File: src/rtl/ir_encoder.sv
// ir_encoder: NEC-style pulse-distance IR transmitter for a 32-bit action code
module ir_encoder #(
  parameter int UNIT_CYCLES  = 41766,
  parameter int CARRIER_HALF = 977,
  parameter int MODULATE     = 1,
  parameter int GAP_UNITS    = 64
) (
  input  logic        clk_pixel_in,
  input  logic        rst_in,
  input  logic [31:0] code_in,
  input  logic        code_in_valid,
  output logic        ir_out,
  output logic        busy_out,
  output logic        done_out
);
  localparam int UCW = UNIT_CYCLES > 1 ? $clog2(UNIT_CYCLES) : 1;
  localparam int CCW = CARRIER_HALF > 1 ? $clog2(CARRIER_HALF) : 1;
  localparam int MAXU = GAP_UNITS > 16 ? GAP_UNITS : 16;
  localparam int NW = $clog2(MAXU + 1);
  localparam logic [UCW-1:0] U_LAST = UCW'(UNIT_CYCLES - 1);
  localparam logic [CCW-1:0] C_LAST = CCW'(CARRIER_HALF - 1);

  typedef enum logic [2:0] {
    IDLE, LEAD_MARK, LEAD_SPACE, BIT_MARK, BIT_SPACE, STOP_MARK, GAP
  } state_t;

  state_t         state_q, state_d;
  logic [UCW-1:0] ucnt_q, ucnt_d;
  logic [NW-1:0]  units_q, units_d;
  logic [4:0]     bit_q, bit_d;
  logic [31:0]    sr_q, sr_d;
  logic [CCW-1:0] ccnt_q, ccnt_d;
  logic           lvl_q, lvl_d, ir_q, ir_d;
  logic           unit_end, state_end, mark_q, mark_d;

  // Frame sequencing: each state runs for units_q whole units, then hands off to the next
  always_comb begin
    unit_end  = ucnt_q == U_LAST;
    state_end = unit_end && units_q == NW'(1);
    state_d   = state_q;
    bit_d     = bit_q;
    sr_d      = sr_q;
    ucnt_d    = (state_q == IDLE || unit_end) ? '0 : ucnt_q + 1'b1;
    units_d   = unit_end ? units_q - 1'b1 : units_q;
    done_out  = 1'b0;
    case (state_q)
      IDLE: if (code_in_valid) begin
        state_d = LEAD_MARK;
        units_d = NW'(16);
        sr_d    = code_in;
      end
      LEAD_MARK: if (state_end) begin
        state_d = LEAD_SPACE;
        units_d = NW'(8);
      end
      LEAD_SPACE: if (state_end) begin
        state_d = BIT_MARK;
        units_d = NW'(1);
        bit_d   = 5'd31;
      end
      BIT_MARK: if (state_end) begin
        state_d = BIT_SPACE;
        units_d = sr_q[31] ? NW'(3) : NW'(1);
      end
      BIT_SPACE: if (state_end) begin
        state_d = bit_q == 5'd0 ? STOP_MARK : BIT_MARK;
        units_d = NW'(1);
        bit_d   = bit_q - 1'b1;
        sr_d    = sr_q << 1;
      end
      STOP_MARK: if (state_end) begin
        state_d  = GAP_UNITS == 0 ? IDLE : GAP;
        units_d  = NW'(GAP_UNITS);
        done_out = GAP_UNITS == 0;
      end
      GAP: if (state_end) begin
        state_d  = IDLE;
        done_out = 1'b1;
      end
      default: state_d = IDLE;
    endcase
  end

  // Carrier phase tracks the upcoming state so the registered LED drive lines up with the mark
  always_comb begin
    mark_q = state_q inside {LEAD_MARK, BIT_MARK, STOP_MARK};
    mark_d = state_d inside {LEAD_MARK, BIT_MARK, STOP_MARK};
    ccnt_d = '0;
    lvl_d  = 1'b0;
    if (mark_d && !mark_q) begin
      lvl_d = 1'b1;
    end else if (mark_d) begin
      ccnt_d = ccnt_q == C_LAST ? '0 : ccnt_q + 1'b1;
      lvl_d  = ccnt_q == C_LAST ? ~lvl_q : lvl_q;
    end
    ir_d = mark_d && (MODULATE == 0 || lvl_d);
  end

  // State and counter registers; reset aborts any frame in flight
  always_ff @(posedge clk_pixel_in or posedge rst_in) begin
    if (rst_in) begin
      state_q <= IDLE;
      ucnt_q  <= '0;
      units_q <= '0;
      bit_q   <= '0;
      sr_q    <= '0;
      ccnt_q  <= '0;
      lvl_q   <= 1'b0;
      ir_q    <= 1'b0;
    end else begin
      state_q <= state_d;
      ucnt_q  <= ucnt_d;
      units_q <= units_d;
      bit_q   <= bit_d;
      sr_q    <= sr_d;
      ccnt_q  <= ccnt_d;
      lvl_q   <= lvl_d;
      ir_q    <= ir_d;
    end
  end

  assign ir_out   = ir_q;
  assign busy_out = state_q != IDLE;
endmodule

File: config.mk
export PLATFORM = sky130hd
export DESIGN_NAME = ir_encoder
export DESIGN_NICKNAME = d
export VERILOG_FILES = /design/src/rtl/ir_encoder.sv
export SDC_FILE = /design/constraint.sdc
export NUM_CORES = 1
export LEC_CHECK = 0
export CAP_MARGIN = 5
export CORE_MARGIN = 3
export CORE_UTILIZATION = 50
export CTS_CLUSTER_SIZE = 28
export DETAILED_ROUTE_END_ITERATION = 10
export GPL_ROUTABILITY_DRIVEN = 0
export GPL_TIMING_DRIVEN = 1
export PLACE_DENSITY = 0.83
export REMOVE_ABC_BUFFERS = 1
export SKIP_CTS_REPAIR_TIMING = 1
export SKIP_LAST_GASP = 1
export SLEW_MARGIN = 5
export SYNTH_ARGS = -nofsm -noshare
export SYNTH_HDL_FRONTEND = slang
export SYNTH_SLANG_ARGS = --single-unit
File: constraint.sdc
create_clock -name clk_pixel_in -period 3.15 [get_ports clk_pixel_in]
set_input_delay 0.63 -clock clk_pixel_in [delete_from_list [all_inputs] [get_ports clk_pixel_in]]
set_output_delay 0.63 -clock clk_pixel_in [all_outputs]
set_load 0.005 [all_outputs]
## Yosys cells after proc, flatten, opt, wreduce, memory -nomap -nowiden

Index checks and enable logic that the tools add are counted.

| word-level totals | value |
|---|---|
| register bits | 75 |
| input port bits | 35 |
| output and inout bits | 3 |
| word-level logic and storage cells | 75 |

| cells by class | value |
|---|---|
| add/subtract/negate cells | 4 |
| equal/unequal tests | 15 |
| muxes and demuxes | 32 |
| bitwise gates (word level) | 1 |
| reduce and logical (&&, ||, !) cells | 15 |

Operator list:

| kind | count |
|---|---|
| $mux W32 | 2 |
| $pmux W32 S2 | 1 |
| $mux W7 | 6 |
| $pmux W7 S5 | 1 |
| $mux W10 | 3 |
| $mux W3 | 8 |
| $pmux W3 S7 | 1 |
| $add A16 B1 Y16 const B | 1 |
| $eq A16 B16 Y1 const B | 1 |
| $mux W16 | 1 |
| $eq A3 B3 Y1 const B | 4 |
| $add A10 B1 Y10 const B | 1 |
| $eq A10 B10 Y1 const B | 1 |
| $mux W5 | 2 |
| $pmux W5 S2 | 1 |
| $eq A3 B2 Y1 const B | 3 |
| $reduce_bool A3 Y1 | 3 |
| $eq A7 B1 Y1 const B | 1 |
| $sub A7 B1 Y7 const B | 1 |
| $eq A3 B1 Y1 const B | 2 |
| $ne A2 B2 Y1 const B | 3 |
| $reduce_and A3 Y1 | 2 |
| $logic_not A5 Y1 | 1 |
| $mux W1 | 5 |
| 9 further kinds | 12 |

## Logic depth before layout (Yosys ltp)

Gate-level depths: netlist of run 1.

| logic depth | value |
|---|---|
| depth after elaboration | 9 |
| mapped depth | 9 |

## Worst setup path before layout of run 1

OpenSTA, ideal clock, no wires.

| timing path | value |
|---|---|
| kind | register to output |
| from | register units_q[1] |
| to | output port done_out |
| arrival time | 1.312 ns |
| data required time | 2.520 ns |
| path slack | 1.208 ns |
| cell stages (with the launch flop) | 6 |
| buffers on the path | 0 |
| cell sequence | dfrtp_1 inv_1 ha_1 nor4b_4 nand2_1 nor4_1 |

| between the ends | value |
|---|---|
| longest elaborated chain between the ends | 4 |

Ends and longest elaborated chain:

| what | RTL line | source |
|---|---|---|
| from (decl) | 29 | `logic [NW-1:0] units_q, units_d;` |
| from (signal assigned) | 113 | `units_q <= units_d;` |
| $eq A7 B1 Y1 | 39 | `state_end = unit_end && units_q == NW'(1);` |
| $logic_and A1 B1 Y1 | 39 |  |
| $mux W1 | 76 | `GAP: if (state_end) begin` |
| $mux W1 | - |  |
| to (decl) | 14 | `output logic done_out` |

No other way between the ends.

## Final worst setup path of run 1

| timing path | value |
|---|---|
| from | register ucnt_q[1] |
| to | output port done_out |

| between the ends | value |
|---|---|
| longest elaborated chain between the ends | 4 |

Ends and longest elaborated chain:

| what | RTL line | source |
|---|---|---|
| from (decl) | 28 | `logic [UCW-1:0] ucnt_q, ucnt_d;` |
| from (signal assigned) | 112 | `ucnt_q <= ucnt_d;` |
| $eq A16 B16 Y1 | 38 | `unit_end = ucnt_q == U_LAST;` |
| $logic_and A1 B1 Y1 | 39 |  |
| $mux W1 | 76 |  |
| $mux W1 | - |  |

No other way between the ends.

==> results by group, run 1 <==
Status
  – Status: complete, no violations

Power and ir drop
  – VDD IR-drop max: ~0.20 mV
  – Power Density: 520.8 nW/um2
  – Static Leak: ~1.8 nW
  – Internal power consumption: roughly 0.0017 W
  – Comb pwr share: 0.142
  – Sw Ratio: 0.2669
  – Proportion of power drawn by the clock network: 0.321
  – Sw Pwr: 0.0006209 W
  – Sequential share of power: 0.537

Synthesis
  – Synth cell types: 46
  – YS warnings: 0
  – Primary FF master, synth: dfrtp_1
  – Largest area contributor in the netlist: dfrtp_1
  – Post-synthesis sequential area ratio: 0.4902
  – Synth top area cells: dfrtp_1 (49%), o22a_1 (7.1%), o21a_1 (6.3%), xor2_1 (5.7%), nor2_1 (3.9%)
  – Synth async-reset ratio: 1.000
  – Avg Cell Area, Syn: 10.49 um2
  – Post-synth top area share: 0.4902
  – Synthesized area: around 3800 um2
  – Number of enable flip-flop cells after synthesis: 0
  – Cells after Synth: between 300 and 400
  – Seq cells post-synth: 75

Timing
  – RSZ-0062 raised after global routing: no
  – Slew headroom: 0.6087
  – Min Tclk post-route: 2.911 ns
  – Final Setup Violations: 0
  – Setup TNS: 0 ns
  – Final worst-path cycle share: 0.9242
  – Final Skew: about 0.01 ns
  – Worst Max-Slew Pin Slew: about 0.58 ns
  – Pins Over Slew Limit: 0
  – Max Clk Rate: around 340 MHz
  – Hold Violations, Final: 0

Worst setup path
  – Setup crit end kind: primary output
  – Req. time, crit path: 2.52 ns
  – Worst Path Max Fanout: 5
  – CP Launch Type: flop
  – Crit path arrival time: approximately 2.3 ns
  – Critical Setup Path Class: reg -> out
  – Crit-path slowest cell: clkdlybuf4s50_1
  – Sum of buffers and inverters on the critical path: 2
  – Slowest stage delay, CP: 0.54 ns
  – Critical-path cell list: inv_1 > ha_1 > and4bb_2 > nand4_1 > nor4_2 > clkdlybuf4s50_1
  – CP top delay family: simple AND/OR/NAND/NOR gates

CTS
  – CTS tree: yes
  – Insertion delay to the later sink of the worst-skew pair: around 0.34 ns
  – Clock root buffer: clkbuf_8
  – Longest Clk Path Bufs: 2
  – # clock sinks: between 70 and 80
  – H-tree levels: 3
  – TritonCTS Buffers: 9
  – Reg clk slew, reported paths: approximately 0.070 ns

Floorplanning
  – Initial core utilization: 0.5223
  – IO Pins: 38
  – Die X-Extent: between 90 and 100 um
  – Core area: 7331 um2
  – Chip height: between 90 and 100 um
  – Die area: ~8700 um2
  – Row count: 31

Route
  – Vias post-DR: between 2000 and 3000
  – Drt pass-1 iters: 4
  – Post-Route WL: slightly below 8000 um
  – DR iter-0 viols: 130
  – Wire per inst: 15.50 um
  – Drt via density: between 5 and 6
  – Final ANT Viol Nets: 0
  – DRC Markers: 0

Global routing
  – First-pass GRT wire length: about 13000 um
  – Number of global-route vias before repair: around 3000
  – GRT overflow: 0
  – Total track usage: 0.1917
  – Initial antenna violation count: 0
  – Largest net degree at the start of global routing: 50

Final layout
  – Antenna diode count: 0
  – Most frequent cells in the layout: dfrtp_1 (75), nor2_1 (40), clkdlybuf4s50_1 (37)
  – P&R area growth vs syn: 16.67%
  – Layout cells sized above 1: 0.07426
  – Commonest non-fill, non-tap cell in the layout: dfrtp_1
  – Fin area: around 4500 um2
  – Final nets: between 400 and 500

Placed design
  – # port buffers: 37
  – Hpwl dp: roughly 5300 um
  – DP Area: 4252 um2

Run
  – Max cap viols: 0

Worst hold path
  – HP Class: reg -> reg
[cells by family after synthesis]
logic type,after synthesis,share of synthesized area
AOI/OAI and AO/OA,89,0.1765
adders and majority gates,8,0.02614
xor gates and xnor gates,31,0.07091
and+or+nand+nor,132,0.1958
DFF,75,0.4902
buffers and inverters,30,0.04052
[path summary, 6_finish.rpt]
path | startpoint | end | slack, ns | cells past startpoint
min reg2reg | sr_q[21] | sr_q[21] | 0.49 | 1
max reg2reg | ucnt_q[1] | sr_q[15] | 0.97 | 7
max in group asynchronous | rst_in | ccnt_q[9] | 1.84 | 3
min in group asynchronous | rst_in | sr_q[17] | 0.66 | 2
max | ucnt_q[1] | done_out | 0.24 | 6
min | sr_q[21] | sr_q[21] | 0.49 | 1
[per-stage QoR]
step	hold slack (ns)	util	std cells	setup WS, ns	power (W)
finish	0.4941	0.6093	503	0.2388	0.002326
global route	0.5119	0.6093	503	0.08177	0.002454
CTS	0.4980	0.6074	502	0.09089	0.002345
detailed placement	0.4805	0.5800	487	0.5004	0.001597
global placement	0.4735	0.5800	487	0.5940	0.001574
floorplan	0.4505	-	348	0.6100	0.001470
[synthesized netlist by cell type, types with 3 or more instances]
cell type and n:
ha_1 8, and3_1 7, xnor2_1 6, o22a_1 31, nor3_1 6, nand2_1 19, xor2_1 25, clkbuf_1 8
o21a_1 32, inv_1 13, buf_4 5, nor2_1 40, nand4_1 13, dfrtp_1 75, and4_1 8, nand3_1 19
a21oi_1 8, o21ai_0 7, buf_6 3
[area by class of cell]
type / instances / area [um2]
clock inverter: 4 / 50.05
multi-input combinational: 260 / 1803
sequential: 75 / 1877
clock buffer: 11 / 151.4
inverter: 13 / 48.80
timing repair buffer: 41 / 412.9
tap: 99 / 123.9
fill: 580 / 2864
[state kept, by name (all words and copies together), names as in the netlist]
signal   cells
ccnt_q      10
ir_out       1
ucnt_q      16
state_q      3
bit_q        5
lvl_q        1
units_q      7
sr_q        32
[worst reg2reg max path: stages, from the launching register on]
cell,delay (ns)
dfrtp_1,0.42
inv_1,0.08
ha_1,0.14
and4bb_2,0.26
and4_1,0.45
nand3_4,0.11
nand2_2,0.46
o21a_1,0.20
[per-layer routing]
layer  global-route usage  routed length, um  up-vias
met5                    0                  0        -
met4              0.08669                213        0
met3              0.03138                306       22
met2               0.3264               3955       79
met1               0.2383               3320     1437
li1                     -                  -     1387
[power by group through the flow]
stage	sequential, W	combinational, W	clock [W]
6_report	0.00125	0.000330	0.000747
5_1_grt	0.00127	0.000380	0.000799
4_1_cts	0.00125	0.000336	0.000761
3_5_place_dp	0.00126	0.000335	0
3_3_place_gp	0.00126	0.000319	0
2_1_floorplan	0.00123	0.000237	0
No activity file was read; power rests on OpenSTA's default activity.
==> run 2: changes to the inputs <==
CORE_UTILIZATION = 57   (was 50)
PLACE_DENSITY = 0.92   (was 0.83)
==> run 2 against run 1 <==
Clock power increased by 21%. Clock skew hardly changed. Cell count fell by 4.2%. First-iteration DRC count increased by 130%. Final area grew 0.34%. Worst hold slack better by 0.0018 ns. Fmax down 3.4%. Highest routed layer unchanged. Non-clock buffer count did not move.
==> results by group, run 2 (synthesized netlist as in run 1, its figures left out) <==
Route
  – Wire per inst: 17.11 um (+10%)
  – Post-Route WL: 8248 um (+5.8%)
  – Vias post-DR: 2973 (+1.6%)
  – Drt via density: 6.168 (+6.1%)
  – Final ANT Viol Nets: 0 (unchanged)
  – DRC Markers: 0 (unchanged)
  – DR iter-0 viols: 295 (+130%)
  – Drt pass-1 iters: 5 (+1)

Floorplanning
  – Initial core utilization: 0.5961 (+0.07387)
  – Die area: 7736 um2 (-12%)
  – Row count: 29 (-6.5%)
  – Chip height: 87.96 um (-5.9%)
  – Core area: 6422 um2 (-12%)
  – IO Pins: 38 (unchanged)
  – Die X-Extent: 87.96 um (-5.9%)

Timing
  – Max Clk Rate: 331.7 MHz (-3.4%)
  – Final worst-path cycle share: 0.9571 (+0.03290)
  – Setup TNS: 0 ns (unchanged)
  – Pins Over Slew Limit: 0 (unchanged)
  – Final Setup Violations: 0 (unchanged)
  – Fin Hold WS: 0.4959 ns (+0.001799 ns)
  – Min Tclk post-route: 3.015 ns (+0.1036 ns)
  – Worst Max-Slew Pin Slew: 0.6186 ns (+0.03382 ns)
  – Slew headroom: 0.5870 (-0.02177)
  – RSZ-0062 raised after global routing: no
  – Final Skew: 0.009643 ns (-0.0004393 ns)
  – Hold Violations, Final: 0 (unchanged)

Power and ir drop
  – Overall Power: 0.002508 W (+7.8%)
  – Power Density: 559.7 nW/um2 (+7.5%)
  – Static Leak: 1.863 nW (+1.6%)
  – VDD IR-drop max: 0.4089 mV (+100%)

CTS
  – # clock sinks: 75 (unchanged)
  – Clock root buffer: clkbuf_8
  – CTS tree: yes
  – H-tree levels: 3 (unchanged)
  – Reg clk slew, reported paths: 0.08 ns (about the same)
  – Longest Clk Path Bufs: 2 (unchanged)
  – Insertion delay to the later sink of the worst-skew pair: 0.35 ns (about the same)
  – TritonCTS Buffers: 9 (unchanged)

Worst setup path
  – Req. time, crit path: 2.52 ns (about the same)
  – CP Launch Type: flop
  – Setup crit end kind: primary output
  – Reg2Reg Depth: 6 (-1)
  – Crit path arrival time: 2.38 ns (+0.10 ns)
  – Critical Setup Path Class: reg -> out
  – Worst Path Max Fanout: 5 (unchanged)

Final layout
  – Core Util, Final: 0.6978 (+0.08852)
  – Layout cells sized above 1: 0.07407 (-0.0001834)
  – Fill cells: 430 (-26%)
  – P&R area growth vs syn: 17.06%
  – Top Registers: sr_q x32, ucnt_q x16, ccnt_q x10
  – Biggest register: sr_q
  – Post-route insts no fill: 482 (-4.2%)
  – Commonest non-fill, non-tap cell in the layout: dfrtp_1
  – Max reg flops: 32 (unchanged)
  – Antenna diode count: 0 (unchanged)
  – Final nets: 443 (unchanged)
  – Most frequent cells in the layout: dfrtp_1 (75), nor2_1 (40), clkdlybuf4s50_1 (37)

Global routing
  – GRT overflow: 0 (unchanged)
  – First-pass GRT wire length: 13970 um (+4.2%)
  – Total track usage: 0.2289 (+0.03721)
  – Largest net degree at the start of global routing: 48 (-4.0%)
  – Initial antenna violation count: 0 (unchanged)
  – Number of global-route vias before repair: 3029 (+0.73%)

Status
  – Status: complete, no violations

Placed design
  – Placed Cells incl. Taps: 465 (-4.5%)
  – # port buffers: 37 (unchanged)
  – Hpwl dp: 5454 um (+2.1%)

Worst hold path
  – HP Class: reg -> reg
  – Worst Hold Depth: 1 (unchanged)

Run
  – Max cap viols: 0 (unchanged)
## run 2: final timing paths
check,from,endpoint,slack [ns]
worst max-delay path,units_q[1],done_out,0.14
worst min-delay path,sr_q[24],sr_q[24],0.50
worst max register to register,ucnt_q[0],sr_q[13],0.93
worst min register to register,sr_q[24],sr_q[24],0.50
max in group asynchronous,rst_in,ucnt_q[13],1.82
min in group asynchronous,rst_in,sr_q[13],0.67
## run 2: worst max-delay path, cell delays in order (launching register included)
cell and delay (ns):
dfrtp_1 0.41, inv_1 0.11, ha_1 0.16, nor4b_4 0.31, nand2_1 0.21, nor4_1 0.30
clkdlybuf4s50_1 0.54
## run 2: area by class of cell
type | instances | area (um2) | share of cell area
multi-input cells | 260 | 1797 | 0.4009
inverters | 13 | 48.80 | 0.01089
flip-flops and latches | 75 | 1877 | 0.4188
repair buffers | 41 | 412.9 | 0.09213
clock inverters | 6 | 112.6 | 0.02513
well taps | 77 | 96.34 | 0.02150
clock buffers | 10 | 137.6 | 0.03071
## run 2: where the power goes
part / leakage [nW] / switching, W / internal, W
clock: 0.126 / 0.000357 / 0.000549
sequential: 0.926 / 0.000150 / 0.00111
combinational: 0.810 / 0.000150 / 0.000189
## run 2: metal layers
layer | routed length, um | track usage
met5 | 0 | 0
met1 | 3454 | 0.2893
met3 | 458 | 0.05080
met4 | 195 | 0.08229
met2 | 4140 | 0.3870
## run 2: metrics by stage
stage	worst slack, ns	instance area, um2
after CTS	0.1215	4474
final	0.1351	4482
after global placement	0.5975	4224
after global routing	0.01212	4482
after floorplan	0.6100	3722
after detailed placement	0.5320	4224
==> run 3: changes to the inputs <==
==> constraint.sdc (replaced) <==
create_clock -name clk_pixel_in -period 3.15 [get_ports clk_pixel_in]
set_input_delay 0.63 -clock clk_pixel_in [delete_from_list [all_inputs] [get_ports clk_pixel_in]]
set_output_delay 0.63 -clock clk_pixel_in [all_outputs]
set_load 0.05 [all_outputs]
==> run 3 against run 2 <==
Worst setup slack gained 0.14 ns. Final area is 1.3% lower. Clock power is 17% lower. Critical path depth decreased by 3. Die area is the same. Register-to-register slack worse by 0.18 ns. Largest power group unchanged. Highest routed layer unchanged.
==> results by group, run 3 (synthesized netlist as in run 1, its figures left out) <==
Status
  – Status: complete, no violations

Final layout
  – Final nets: 443 (unchanged)
  – Biggest register: sr_q
  – Layout cells sized above 1: 0.06931 (-0.004767)
  – Max reg flops: 32 (unchanged)
  – Most frequent cells in the layout: dfrtp_1 (75), nor2_1 (40), clkdlybuf4s50_1 (36)
  – P&R area growth vs syn: 15.52%
  – Antenna diode count: 0 (unchanged)
  – Top Registers: sr_q x32, ucnt_q x16, ccnt_q x10
  – Commonest non-fill, non-tap cell in the layout: dfrtp_1

Worst setup path
  – Worst r2r src: state_q[1]
  – Critical Setup Path Class: reg -> out
  – CP Launch Type: flop
  – Slowest stage delay, CP: 0.73 ns (+0.19 ns)
  – Crit path from: state_q[1]
  – Crit path arrival time: 2.24 ns (-0.14 ns)
  – Setup crit end kind: primary output
  – Critical-path cell list: nor3_1 > inv_1 > clkdlybuf4s50_1
  – Crit-path slowest cell: clkdlybuf4s50_1
  – Worst Path Max Fanout: 14 (+9)
  – Req. time, crit path: 2.52 ns (about the same)
  – Sum of buffers and inverters on the critical path: 2 (unchanged)
  – CP top delay family: buffers and inverters

Floorplanning
  – Core area: 6422 um2 (unchanged)
  – Initial core utilization: 0.5961 (unchanged)
  – Chip height: 87.96 um (unchanged)
  – IO Pins: 38 (unchanged)
  – Die area: 7736 um2 (unchanged)
  – Die X-Extent: 87.96 um (unchanged)
  – Row count: 29 (unchanged)

Route
  – Final ANT Viol Nets: 0 (unchanged)
  – DRC Markers: 0 (unchanged)
  – Drt pass-1 iters: 5 (unchanged)
  – DR iter-0 viols: 292 (-1.0%)
  – Drt via density: 6.187 (+0.31%)
  – Vias post-DR: 2976 (+0.10%)
  – Wire per inst: 17.09 um (-0.16%)
  – Post-Route WL: 8218 um (-0.36%)

Global routing
  – Initial antenna violation count: 0 (unchanged)
  – Largest net degree at the start of global routing: 76 (+58%)
  – GRT overflow: 0 (unchanged)
  – Number of global-route vias before repair: 2957 (-2.4%)
  – Total track usage: 0.2289 (about the same)
  – First-pass GRT wire length: 13790 um (-1.2%)

Placed design
  – # port buffers: 37 (unchanged)
  – Hpwl dp: 5455 um (about the same)

Timing
  – Final Setup Violations: 0 (unchanged)
  – Setup TNS: 0 ns (unchanged)
  – Final worst-path cycle share: 0.9123 (-0.04485)
  – Worst Max-Slew Pin Slew: 0.6086 ns (-0.01009 ns)
  – Slew headroom: 0.5929 (+0.005891)
  – Final Skew: 0.01555 ns (+0.005905 ns)
  – RSZ-0062 raised after global routing: no
  – Fin Hold WS: 0.4943 ns (-0.001655 ns)
  – Hold Violations, Final: 0 (unchanged)
  – Min Tclk post-route: 2.874 ns (-0.1413 ns)
  – Pins Over Slew Limit: 0 (unchanged)
  – Max Clk Rate: 348.0 MHz (+4.9%)

CTS
  – Reg clk slew, reported paths: 0.08 ns (about the same)
  – CTS tree: yes
  – Clock root buffer: clkbuf_8
  – Longest Clk Path Bufs: 2 (unchanged)
  – H-tree levels: 3 (unchanged)
  – Insertion delay to the later sink of the worst-skew pair: 0.35 ns (about the same)
  – # clock sinks: 75 (unchanged)
  – TritonCTS Buffers: 9 (unchanged)

Worst hold path
  – Hold_sp: sr_q[28]
  – HP Class: reg -> reg

Power and ir drop
  – VDD IR-drop max: 0.2939 mV (-28%)
  – Static Leak: 1.837 nW (-1.4%)
  – Power Density: 532.1 nW/um2 (-4.9%)

Run
  – Max cap viols: 0 (unchanged)
-- run 3: area by class of cell --
cell class	count	area, um2
timing repair buffer	41	410.4
fill	455	1999
clock inverter	2	35.03
multi-input combinational	260	1797
clock buffer	13	158.9
inverter	13	48.80
tap	77	96.34
sequential	75	1877
-- run 3: metal layers --
metal | global-route usage | vias to the layer above | routed length (um)
met3 | 0.05174 | 14 | 351
met1 | 0.2938 | 1475 | 3536
met4 | 0.08926 | 0 | 159
met2 | 0.3781 | 92 | 4171
met5 | 0 | - | 0
li1 | - | 1395 | -
-- run 3: path summary, 6_finish.rpt --
path,depth (start not counted),slack [ns],end
worst min register to register,1,0.49,sr_q[28]
max in group asynchronous,3,2.16,ucnt_q[10]
worst min-delay path,1,0.49,sr_q[28]
worst max-delay path,3,0.28,busy_out
worst max register to register,4,0.75,sr_q[22]
min in group asynchronous,3,0.68,ccnt_q[1]
-- run 3: report_power, final --
group          leakage (nW)  switching (W)  internal, W
clock network        0.0995       0.000344     0.000405
registers             0.926       0.000149      0.00111
logic                 0.812       0.000151     0.000191
-- run 3: worst register-to-register path, cell delays in order, from the launching register on --
cell and delay, ns:
dfrtp_1 0.57, nor3_1 0.46, nand2_1 0.47, nand2_2 0.63, o21a_1 0.20
-- run 3: per-stage QoR --
| step | area [um2] | util | worst slack, ns | power (W) | std cells |
|---|---|---|---|---|---|
| 5_1_grt | 4423 | 0.6887 | 0.1487 | 0.002466 | 481 |
| 6_report | 4423 | 0.6887 | 0.2764 | 0.002353 | 481 |
| 3_5_place_dp | 4229 | 0.6585 | 0.6155 | 0.001615 | 466 |
| 3_3_place_gp | 4229 | 0.6585 | 0.6645 | 0.001578 | 466 |
| 4_1_cts | 4423 | 0.6887 | 0.2905 | 0.002361 | 481 |
| 2_1_floorplan | 3722 | - | -0.03261 | 0.001476 | 348 |
